**config.mk**
```make
export PLATFORM = sky130hd
export DESIGN_NAME = rca_lsu_request_queue
export DESIGN_NICKNAME = d
export VERILOG_FILES = /design/src/rtl/rca_lsu_request_queue_pkg.sv /design/src/rtl/rca_ls_request_fifo.sv /design/src/rtl/rca_lsu_request_queue.sv
export SDC_FILE = /design/constraint.sdc
export NUM_CORES = 1
export LEC_CHECK = 0
export CORE_MARGIN = 2
export CORE_UTILIZATION = 53
export DETAILED_ROUTE_END_ITERATION = 10
export PLACE_DENSITY = 0.77
export SKIP_CTS_REPAIR_TIMING = 1
export SKIP_LAST_GASP = 1
export SLEW_MARGIN = 20
export SYNTH_ARGS = -nofsm -noshare
export SYNTH_HDL_FRONTEND = slang
export SYNTH_SLANG_ARGS = --single-unit
```
**constraint.sdc**
```tcl
create_clock -name clk -period 4 [get_ports clk]
set_input_delay 1 -clock clk [delete_from_list [all_inputs] [get_ports clk]]
set_output_delay 1 -clock clk [all_outputs]
set_load 0.005 [all_outputs]
```
**src/rtl/rca_lsu_request_queue_pkg.sv**
```systemverilog
// Shared configuration and request layout for the RCA load/store request path.
package rca_lsu_request_queue_pkg;

  localparam int RCA_XLEN                  = 32;
  localparam int RCA_ID_W                  = 3;
  localparam int RCA_LS_QUEUE_DEPTH        = 4;
  localparam int RCA_MAX_OUTSTANDING_LOADS = 4;

  typedef struct packed {
    logic [RCA_XLEN-1:0] rs1;
    logic [RCA_XLEN-1:0] rs2;
    logic [2:0]          fn3;
    logic                load;
    logic                store;
    logic [RCA_ID_W-1:0] id;
  } rca_ls_request_t;

  // A request must be exactly one of load or store.
  function automatic logic is_malformed(input logic load, input logic store);
    return load == store;
  endfunction

endpackage

```
**src/rtl/rca_ls_request_fifo.sv**
```systemverilog
// Circular buffer of LS requests; pointers carry a wrap bit to tell full from empty.
// Head reads as zero when empty; flush resets both pointers at the next edge.
module rca_ls_request_fifo
  import rca_lsu_request_queue_pkg::*;
#(
  parameter type entry_t = rca_ls_request_t,
  parameter int  DEPTH   = RCA_LS_QUEUE_DEPTH
) (
  input  logic   clk,
  input  logic   rst,
  input  logic   push,
  input  entry_t push_data,
  input  logic   pop,
  input  logic   flush,
  output entry_t head,
  output logic   full,
  output logic   empty
);

  localparam int AW = $clog2(DEPTH);

  entry_t        mem [DEPTH];
  logic [AW:0]   wr_ptr;
  logic [AW:0]   rd_ptr;

  assign empty = (wr_ptr == rd_ptr);
  assign full  = (wr_ptr[AW] != rd_ptr[AW]) && (wr_ptr[AW-1:0] == rd_ptr[AW-1:0]);
  assign head  = empty ? '0 : mem[rd_ptr[AW-1:0]];

  always_ff @(posedge clk or posedge rst) begin
    if (rst) begin
      wr_ptr <= '0;
      rd_ptr <= '0;
    end else if (flush) begin
      wr_ptr <= '0;
      rd_ptr <= '0;
    end else begin
      if (push && !full)
        wr_ptr <= wr_ptr + 1'b1;
      if (pop && !empty)
        rd_ptr <= rd_ptr + 1'b1;
    end
  end

  // Storage needs no reset: contents are only visible through valid pointers.
  always_ff @(posedge clk) begin
    if (push && !full && !flush)
      mem[wr_ptr[AW-1:0]] <= push_data;
  end

endmodule

```
**src/rtl/rca_lsu_request_queue.sv**
```systemverilog
// Queues RCA grid load/store requests and issues them in order to the LSU, limiting
// outstanding loads, returning load data one cycle late and holding the LSU lock.
module rca_lsu_request_queue
  import rca_lsu_request_queue_pkg::*;
#(
  parameter int XLEN      = RCA_XLEN,
  parameter int ID_W      = RCA_ID_W,
  parameter int DEPTH     = RCA_LS_QUEUE_DEPTH,
  parameter int MAX_LOADS = RCA_MAX_OUTSTANDING_LOADS
) (
  input  logic                            clk,
  input  logic                            rst,
  input  logic                            rca_ls_valid,
  output logic                            rca_ls_ready,
  input  logic [XLEN-1:0]                 rca_rs1,
  input  logic [XLEN-1:0]                 rca_rs2,
  input  logic [2:0]                      rca_fn3,
  input  logic                            rca_load,
  input  logic                            rca_store,
  input  logic [ID_W-1:0]                 rca_id,
  input  logic                            rca_flush,
  output logic                            ls_new_request,
  output logic [XLEN-1:0]                 ls_request_rs1,
  output logic [XLEN-1:0]                 ls_request_rs2,
  output logic [2:0]                      ls_request_fn3,
  output logic                            ls_request_load,
  output logic                            ls_request_store,
  output logic [ID_W-1:0]                 ls_request_id,
  input  logic                            lsu_ready,
  input  logic                            load_complete,
  input  logic [XLEN-1:0]                 load_data,
  output logic                            rca_load_complete,
  output logic [XLEN-1:0]                 rca_load_data,
  output logic                            rca_lsu_lock,
  output logic [$clog2(MAX_LOADS+1)-1:0]  loads_outstanding,
  output logic                            protocol_error
);

  localparam int CW = $clog2(MAX_LOADS + 1);

  typedef struct packed {
    logic [XLEN-1:0] rs1;
    logic [XLEN-1:0] rs2;
    logic [2:0]      fn3;
    logic            load;
    logic            store;
    logic [ID_W-1:0] id;
  } req_t;

  req_t          push_req;
  req_t          head;
  logic          full;
  logic          empty;
  logic          accept;
  logic          malformed;
  logic          push;
  logic          load_issue;
  logic          unexpected_cpl;
  logic [CW-1:0] load_cnt;

  assign rca_ls_ready = !full && !rca_flush;
  assign accept       = rca_ls_valid && rca_ls_ready;
  assign malformed    = accept && is_malformed(rca_load, rca_store);
  assign push         = accept && !malformed;

  always_comb begin
    push_req       = '0;
    push_req.rs1   = rca_rs1;
    push_req.rs2   = rca_rs2;
    push_req.fn3   = rca_fn3;
    push_req.load  = rca_load;
    push_req.store = rca_store;
    push_req.id    = rca_id;
  end

  rca_ls_request_fifo #(
    .entry_t (req_t),
    .DEPTH   (DEPTH)
  ) u_fifo (
    .clk       (clk),
    .rst       (rst),
    .push      (push),
    .push_data (push_req),
    .pop       (ls_new_request),
    .flush     (rca_flush),
    .head      (head),
    .full      (full),
    .empty     (empty)
  );

  // A load at the head stalls everything behind it while the load budget is spent.
  assign ls_new_request = !empty && lsu_ready && !rca_flush &&
                          (head.store || (load_cnt < CW'(MAX_LOADS)));
  assign load_issue     = ls_new_request && head.load;
  assign unexpected_cpl = load_complete && (load_cnt == '0);

  assign ls_request_rs1   = head.rs1;
  assign ls_request_rs2   = head.rs2;
  assign ls_request_fn3   = head.fn3;
  assign ls_request_load  = head.load;
  assign ls_request_store = head.store;
  assign ls_request_id    = head.id;

  always_ff @(posedge clk or posedge rst) begin
    if (rst) begin
      load_cnt <= '0;
    end else begin
      case ({load_issue, load_complete && !unexpected_cpl})
        2'b10:   load_cnt <= load_cnt + 1'b1;
        2'b01:   load_cnt <= load_cnt - 1'b1;
        default: load_cnt <= load_cnt;
      endcase
    end
  end

  always_ff @(posedge clk or posedge rst) begin
    if (rst) begin
      protocol_error    <= 1'b0;
      rca_load_complete <= 1'b0;
      rca_load_data     <= '0;
    end else begin
      protocol_error    <= protocol_error || malformed || unexpected_cpl;
      rca_load_complete <= load_complete;
      if (load_complete)
        rca_load_data <= load_data;
    end
  end

  assign loads_outstanding = load_cnt;
  assign rca_lsu_lock      = !empty || (load_cnt != '0);

endmodule

```
Word-level counts from Yosys, hierarchy flattened
Memory sizes are Yosys's and may differ from the RTL's.
Cells that the tools add are included.
Widths: inputs -> output; s select.
{"block": "word_totals", "reg_bits": 43, "mem_bits_rw": 288, "in_bits": 110, "output_inout_bits": 112, "word_cells": 54, "memories": 1}
{"block": "classes", "n_addsub": 4, "n_lt_le_gt_ge": 1, "eq_ne": 6, "mux": 8, "n_reduce_logical": 28}
{"memory": "u_fifo.mem", "words": 4, "word_bits": 72, "read_ports": 1, "rd_clocked_by_memory_dff": 0, "write_ports": 1, "line": "rca_ls_request_fifo.sv:22", "text": "entry_t mem [DEPTH];"}
{"op": "$mux 72", "n": 1}
{"op": "$logic_and 1x1->1", "n": 14}
{"op": "$mux 3", "n": 4}
{"op": "$add 3x1->3 const B", "n": 3}
{"op": "$pmux 3 s2", "n": 1}
{"op": "$reduce_bool 2->1", "n": 3}
{"op": "$logic_not 1->1", "n": 5}
{"op": "$logic_or 1x1->1", "n": 4}
{"op": "$eq 3x3->1", "n": 1}
{"op": "$logic_not 3->1", "n": 1}
{"op": "$lt 3x3->1 const B", "n": 1}
{"op": "$reduce_bool 3->1", "n": 1}
{"op": "$sub 3x1->3 const B", "n": 1}
{"op": "$eq 2x1->1 const B", "n": 1}
{"op": "$eq 2x2->1", "n": 1}
{"op": "$eq 2x2->1 const B", "n": 1}
{"op": "$mux 1", "n": 2}
{"op": "$eq 1x1->1", "n": 1}
{"op": "$ne 1x1->1", "n": 1}

Longest topological paths before layout
Gate-level depths: netlist of run 1.
{"block": "depth", "depth_word": 12, "depth_mapped": 12, "depth_no_buf": 10}

Cells and area by module
Synthesis of run 1 repeated with hierarchy kept, for this count alone.
{"block": "hier_totals", "hier_cells": 620, "hier_area_um2": 13251.5}
{"mod": "rca_ls_request_fifo", "instances": 1, "cells_per_inst": 523, "area_each_um2": 11632.4, "seq_area_each_um2": 8798.4}
{"mod": "rca_lsu_request_queue", "instances": 1, "cells_per_inst": 97, "area_each_um2": 1619.1, "seq_area_each_um2": 925.9}

Worst setup path before layout of run 1
OpenSTA, ideal clock, no wires.
{"block": "synth_timing", "path_kind": "input-to-reg", "start": "in rca_flush", "end": "mem u_fifo.mem[0][0] (netlist bit) (enable)", "setup_ns": 0.438, "arrival_ns": 3.234, "required_time_ns": 3.562, "slack_ns": 0.327, "cell_stages": 4, "n_path_buf": 0, "cell_sequence": "inv_1 -> o31a_1 -> and3_1 -> and2_1"}
{"block": "synth_via", "elab_chain_cells": 10}
{"item": "from (decl)", "line": "rca_lsu_request_queue.sv:21", "text": "input logic rca_flush,"}
{"item": "$logic_not 1->1 (*)", "line": "rca_lsu_request_queue.sv:61", "text": "assign rca_ls_ready = !full && !rca_flush;"}
{"item": "$logic_and 1x1->1 (*)", "line": "rca_lsu_request_queue.sv:61"}
{"item": "via rca_ls_ready", "line": "rca_lsu_request_queue.sv:14", "text": "output logic rca_ls_ready,"}
{"item": "$logic_and 1x1->1 (*)", "line": "rca_lsu_request_queue.sv:62", "text": "assign accept = rca_ls_valid && rca_ls_ready;"}
{"item": "$logic_and 1x1->1", "line": "rca_lsu_request_queue.sv:63", "text": "assign malformed = accept && is_malformed(rca_load, rca_store);"}
{"item": "$logic_not 1->1", "line": "rca_lsu_request_queue.sv:64", "text": "assign push = accept && !malformed;"}
{"item": "$logic_and 1x1->1 (*)", "line": "rca_lsu_request_queue.sv:64"}
{"item": "$logic_and 1x1->1 (*) (2 in series)", "line": "rca_ls_request_fifo.sv:47", "text": "if (push && !full && !flush)"}
{"item": "$mux 1 (*)", "line": "rca_ls_request_fifo.sv:47"}
{"item": "$mux 1 (not written as such) (*)", "line": "rca_ls_request_fifo.sv:48", "text": "mem[wr_ptr[AW-1:0]] <= push_data;"}
{"item": "to (decl)", "line": "rca_ls_request_fifo.sv:22"}
The timed path passes the listed nets; every way through them passes the cells marked *.

Worst setup path after layout of run 1
{"block": "layout_timing", "start": "reg u_fifo.rd_ptr[0]", "end": "out ls_request_rs2[17]"}
{"block": "layout_via", "elab_chain_cells": 2, "word_cells_on_any_way": 3, "cone_classes": "eq/ne: 1; mux: 1; memory: 1"}
{"item": "from (decl)", "line": "rca_ls_request_fifo.sv:24", "text": "logic [AW:0] rd_ptr;"}
{"item": "from (signal assigned)", "line": "rca_ls_request_fifo.sv:41", "text": "rd_ptr <= rd_ptr + 1'b1;"}
{"item": "$mem_v2 4x72 or $eq 3x3->1 (tied branches)"}
{"item": "$mux 72 (*)", "line": "rca_ls_request_fifo.sv:28", "text": "assign head = empty ? '0 : mem[rd_ptr[AW-1:0]];"}
{"item": "to (decl)", "line": "rca_lsu_request_queue.sv:24", "text": "output logic [XLEN-1:0] ls_request_rs2,"}
Every way passes the cells marked *; elsewhere a longest branch is shown, timed or not.

==> flow_summary.toml, run 1 <==
[drt]
topRoutingLayerUsed = "met4"
drtPass1Iterations = 4
wl_met2_mm = 13.1
wl_met3_mm = 1.40
drc = 0
drtAntennaViolNets = 0
first_iter_violations = 433
met1_length_mm = 10.1
num_vias = 6461
via_per_inst = 5.48
drt_wl_total_mm = 25.1
wl_per_cell_um = 21.3

[place]
dp_hpwl_mm = 15.5
gp_congestion = 0.815
io_buffers = 221

[sta]
finClkSkew_ns = 0.0115
period_needed_ns = 3.72
maxSlewViolCount = 0
hold_slack_ns = 0.490
totalNegativeSetupSlack_ns = 0
worst_pin_slew_ns = 0.844
setup_violations = 0
hold_violations = 0
rsz0062_at_grt = "false"
min_period_over_period = 0.931
clock.fmax_mhz = 269
slew_headroom = 0.436

[flow_run]
maxCapViolations = 0

[floorplanning]
die_x_um = 159
dieArea_mm2 = 0.0252
floorplan.rows = 56
die_height_um = 159
start_util = 0.541
ios = 222
core_area_mm2 = 0.0235

[worst_setup_path]
reg2reg_from = "u_fifo.rd_ptr[0]"
worstPathRequired_ns = 3.00
worst_setup_path_end_kind = "output port"
crit_arrival_ns = 2.72
worst-setup-path-type = "flip-flop to output port"
critPathLaunchType = "flip-flop"
reg2reg_slack_ns = 1.07
rr_worst_depth = 10
r2r_end = "loads_outstanding[2]"
crit_fanout = 20

[final_layout]
drive_above_1_share = 0.209
areaGrowthSynthToFinish_pct = 30.0
seq_area_mm2 = 0.00973
multi_input_area_mm2 = 0.00283
final_nets = 953
fillers = 1460

[global_route]
antenna_found_initial = 1
grt_usage = 0.203
grt_pass1_vias = 6948
grt_pass1_wl_mm = 39.7
grt_max_degree = 65
grt-ovfl-total = 0

[pwr]
combinationalPowerShare = 0.165
power_frac_clock = 0.363
switchingPower_w = 0.00183
power_frac_seq = 0.471
p_int_w = 0.00653
ir_drop_v = 0.000447
power.static_leakage_nw = 5.45
swShare = 0.219
finalPower_w = 0.00836
powerDensity_mw_per_mm2 = 506

[logic_synthesis]
synth_seq_cells = 331
avgSynthCellArea_um2 = 21.5
yosysWarnings = 0
synth_seq_area_share = 0.766
synth_cell_type_count = 30
synth_cells = 590
syn_area_mm2 = 0.0127
synthesis.nets = 707

[cts]
cts_buffer_depth = 3
clock-sinks = 331
h-tree-depth = 2
numCtsBuffers = 34
cts_tree = "done"
clk_pin_slew_ns = 0.06
insertion_delay_ns = 0.49
cts.root.buffer_cell = "clkbuf_16"

[run_status]
status = "completed"

[worst_hold_path]
whs_endpoint = "protocol_error"
min_from = "protocol_error"
hold_depth = 2
hp-class = "flip-flop to flip-flop"
final cells by class:
class                      instances  share of cell area
sequential                       331               0.590
multi-input combinational        221               0.171
timing repair buffer             238               0.146
clock buffer                      42              0.0587
tap                              319              0.0242
clock inverter                    18             0.00773
inverter                          10             0.00227
antenna                            1            0.000152
stage by stage:
step / cells / setup WS, ns / instance area, um^2 / util
final: 1180 / 0.277 / 16500 / 0.703
after global routing: 1180 / 0.106 / 16500 / 0.703
after floorplan: 590 / 0.327 / 12700 / -
after detailed placement: 1119 / 0.592 / 15400 / 0.657
after CTS: 1179 / 0.195 / 16500 / 0.703
after global placement: 1119 / 0.580 / 15400 / 0.657
sequential cells by signal (all words and copies together), names as in the netlist:
name               cells
u_fifo.wr_ptr          3
rca_load_complete      1
rca_load_data         32
protocol_error         1
u_fifo.mem           288
u_fifo.rd_ptr          3
loads_outstanding      3
cell families (layout without fill, tap and decap cells):
group	Yosys count	in the layout	synth area share
xor+xnor	8	8	0.00552
buf+inv	38	308	0.0127
simple gates	89	89	0.0431
mux	109	109	0.161
other cells	0	1	0
fa+ha+maj	7	7	0.00749
compound gates	8	8	0.00473
flops	331	331	0.766
synthesized netlist by cell type:
| cell type | instances | area share |
|---|---|---|
| dfrtp_1 | 43 | 0.085 |
| mux2_4 | 1 | 0.0012 |
| mux2_2 | 33 | 0.029 |
| and2_1 | 3 | 0.0015 |
| o32ai_1 | 1 | 0.00069 |
| o31a_1 | 1 | 0.00069 |
| xor2_1 | 5 | 0.0034 |
| clkbuf_1 | 18 | 0.0053 |
| xnor2_1 | 3 | 0.0021 |
| buf_2 | 9 | 0.0035 |
| buf_6 | 1 | 0.00089 |
| and3_1 | 1 | 0.00049 |
| fa_1 | 1 | 0.0016 |
| o32a_1 | 1 | 0.00079 |
| nor3_1 | 1 | 0.00039 |
| nor2_1 | 2 | 0.00059 |
| and3_4 | 1 | 0.00089 |
| o21ai_0 | 1 | 0.00039 |
| mux2i_1 | 3 | 0.0024 |
| nor2b_1 | 73 | 0.036 |
| nand2_1 | 6 | 0.0018 |
| mux4_2 | 72 | 0.13 |
| ha_1 | 6 | 0.0059 |
| edfxtp_1 | 288 | 0.68 |
| a21oi_1 | 2 | 0.00079 |
| a311oi_1 | 1 | 0.00069 |
| nor3_2 | 1 | 0.00079 |
| a31o_2 | 1 | 0.00069 |
| inv_1 | 10 | 0.0030 |
| and4_1 | 1 | 0.00069 |
placed cells by master, fill, tap and decap left out, types with 6 or more instances in the layout:
cell type        synthesis  final
edfxtp_1               288    288
clkinv_2                 0      6
inv_1                   10     10
mux2_2                  33     33
nor2b_1                 73     73
dfrtp_1                 43     41
mux4_2                  72     72
buf_4                    0     11
clkinv_1                 0     10
ha_1                     6      6
buf_12                   0      6
clkdlybuf4s50_1          0    221
clkbuf_16                0     37
nand2_1                  6      6
how the worst max path moves through the flow:
stage | cells after the start | start | slack [ns] | to
after floorplan | 4 | rca_flush | 0.33 | u_fifo.mem[0][0]
after global placement | 4 | rca_flush | 0.58 | ls_new_request
after detailed placement | 4 | rca_flush | 0.59 | rca_ls_ready
after CTS | 4 | u_fifo.rd_ptr[0] | 0.20 | ls_request_rs2[17]
after global routing | 4 | u_fifo.rd_ptr[0] | 0.11 | ls_request_rs2[3]
final | 4 | u_fifo.rd_ptr[0] | 0.28 | ls_request_rs2[17]
layer usage:
metal	global-route usage	vias to the layer above
met2	0.350	218
met5	0	-
met3	0.0457	41
met4	0.0613	0
li1	-	2860
met1	0.260	3342
worst max-delay path: stages (launching register included):
cell and delay (ns):
dfrtp_4 0.67, buf_4 0.37, mux4_2 0.53, nor2b_1 0.15
clkdlybuf4s50_1 0.51
power groups by stage:
stage	Clock (W)	Combinational (W)	Sequential (W)
final	0.00304	0.00138	0.00394
after global routing	0.00326	0.00149	0.00395
after CTS	0.00310	0.00141	0.00394
after detailed placement	0	0.00140	0.00401
after global placement	0	0.00137	0.00400
after floorplan	0	0.000644	0.00398
Note: power is estimated with default switching activity, not from simulation.
==> inputs of run 2 (changes only) <==
--- a/config.mk
+++ b/config.mk
@@ -9,9 +9,9 @@
 export CORE_UTILIZATION = 53
 export DETAILED_ROUTE_END_ITERATION = 10
 export PLACE_DENSITY = 0.77
+export SETUP_SLACK_MARGIN = 0.5
 export SKIP_CTS_REPAIR_TIMING = 1
 export SKIP_LAST_GASP = 1
-export SLEW_MARGIN = 20
 export SYNTH_ARGS = -nofsm -noshare
 export SYNTH_HDL_FRONTEND = slang
 export SYNTH_SLANG_ARGS = --single-unit
==> run 2 against run 1 <==
Compared with the run above: global-route usage increased by 0.48 points; critical path depth increased by 3; register-to-register slack improved by 0.12 ns; wire length increased by 7.0%; sequential power about the same; sequential cell count unchanged; clock power increased by 6%; worst hold slack improved by 0.016 ns; cell count increased by 1.1%; setup slack improved by 0.16 ns; first-iteration DRC count increased by 9.0%; die area unchanged; highest routed layer is now met5.
==> flow_summary.toml, run 2 (synthesis gave the netlist of run 1 again) <==
[global_route]
grt_usage = 0.208
grt_pass1_vias = 7056
grt-ovfl-total = 0
grt_max_degree = 74
antenna_found_initial = 2
grt_pass1_wl_mm = 40.3

[sta]
rsz0062_at_grt = "true"
hold_violations = 0
maxSlewViolCount = 0
slew_headroom = 0.404
clock.fmax_mhz = 281
totalNegativeSetupSlack_ns = 0
finClkSkew_ns = 0.0273
min_period_over_period = 0.890
worst_pin_slew_ns = 0.893
setup_violations = 0
period_needed_ns = 3.56

[final_layout]
postLayoutCoreUtil = 0.719
fin_area_mm2 = 0.0169
final_common_cell = "edfxtp_1"
final_cells = 1193
final_nets = 964
largest_reg_flops = 288
areaGrowthSynthToFinish_pct = 32.8
final_cell_mix = "288 x edfxtp_1, 220 x clkdlybuf4s50_1, 72 x mux4_2, 69 x nor2b_1, 41 x dfrtp_1"
drive_above_1_share = 0.229

[worst_setup_path]
crit_fanout = 19
critPathLaunch = "u_fifo.rd_ptr[0]"
crit_arrival_ns = 2.56
worst-setup-path-type = "flip-flop to output port"
reg2reg_slack_ns = 1.19
worst_setup_path_end_kind = "output port"
worstPathRequired_ns = 3.00
critPathLaunchType = "flip-flop"
reg2reg_from = "u_fifo.rd_ptr[0]"

[drt]
wl_per_cell_um = 22.5
drt_wl_total_mm = 26.9
first_iter_violations = 472
drc = 0
num_vias = 6578
drtPass1Iterations = 7
drtAntennaViolNets = 0
via_per_inst = 5.51

[floorplanning]
die_x_um = 159
ios = 222
start_util = 0.541
dieArea_mm2 = 0.0252
floorplan.rows = 56
die_height_um = 159
core_area_mm2 = 0.0235

[cts]
insertion_delay_ns = 0.52
numCtsBuffers = 35
clk_pin_slew_ns = 0.06
cts_buffer_depth = 3
cts.root.buffer_cell = "clkbuf_16"
clock-sinks = 331
cts_tree = "done"
h-tree-depth = 2

[worst_hold_path]
min_from = "rca_load_data[15]"
hp-class = "flip-flop to flip-flop"

[pwr]
power.static_leakage_nw = 5.60
finalPower_w = 0.00870
ir_drop_v = 0.000368
powerDensity_mw_per_mm2 = 516

[place]
placed_cells = 1119
dp_hpwl_mm = 15.9
gp_congestion = 0.816
placed_area_mm2 = 0.0154
io_buffers = 221

[flow_run]
maxCapViolations = 0

[run_status]
status = "completed"
==> run 2: cell types whose count changed in the layout (fill, tap and decap cells not counted), sizes merged <==
cell           previous run  this run
dlymetal6s2s              0         1
clkinvlp                  0         2
clkbuf                   42        50
inv                      10        11
bufinv                    2         4
clkdlybuf4s50           221       220
buf                      17        22
clkinv                   16        11
==> run 2: cell type report <==
cell class	count	area, um^2
antenna	1	2.50
clock inverter	18	214
inverter	10	37.5
multi-input combinational	221	2870
sequential	331	9730
fill	1389	6610
clock buffer	45	965
tap	319	399
timing repair buffer	248	2640
==> run 2: final timing paths <==
check | cells past startpoint | end
worst max-delay path | 7 | ls_request_fn3[1]
worst min-delay path | 1 | rca_load_data[15]
worst max register to register | 11 | loads_outstanding[2]
worst min register to register | 1 | rca_load_data[15]
max in group asynchronous | 3 | rca_load_data[12]
min in group asynchronous | 2 | rca_load_data[2]
==> run 2: stage by stage <==
| stage | worst slack [ns] | hold slack (ns) |
|---|---|---|
| 4_1_cts | 0.326 | 0.502 |
| 6_report | 0.441 | 0.506 |
| 5_1_grt | 0.364 | 0.518 |
| 3_5_place_dp | 0.565 | 0.488 |
| 2_1_floorplan | 1.12 | 0.467 |
| 3_3_place_gp | 0.579 | 0.487 |
==> run 2: routing by layer <==
| layer | part of all wire | track usage | up-vias |
|---|---|---|---|
| met5 | 0.00048 | 0 | - |
| met4 | 0.018 | 0.0555 | 2 |
| met2 | 0.51 | 0.364 | 281 |
| met3 | 0.072 | 0.0515 | 41 |
| li1 | - | - | 2871 |
| met1 | 0.40 | 0.261 | 3383 |
==> run 2: power breakdown <==
group	switching (W)	total (W)	internal (W)
Clock	0.00125	0.00323	0.00197
Combinational	0.000631	0.00155	0.000923
Sequential	0.0000523	0.00392	0.00387
==> run 2: worst max-delay path, stage by stage (launching register included) <==
cell	delay, ns
dfrtp_4	0.49
buf_12	0.16
xor2_4	0.18
nor3_4	0.07
buf_12	0.15
buf_12	0.15
nor2b_1	0.28
clkdlybuf4s50_1	0.57
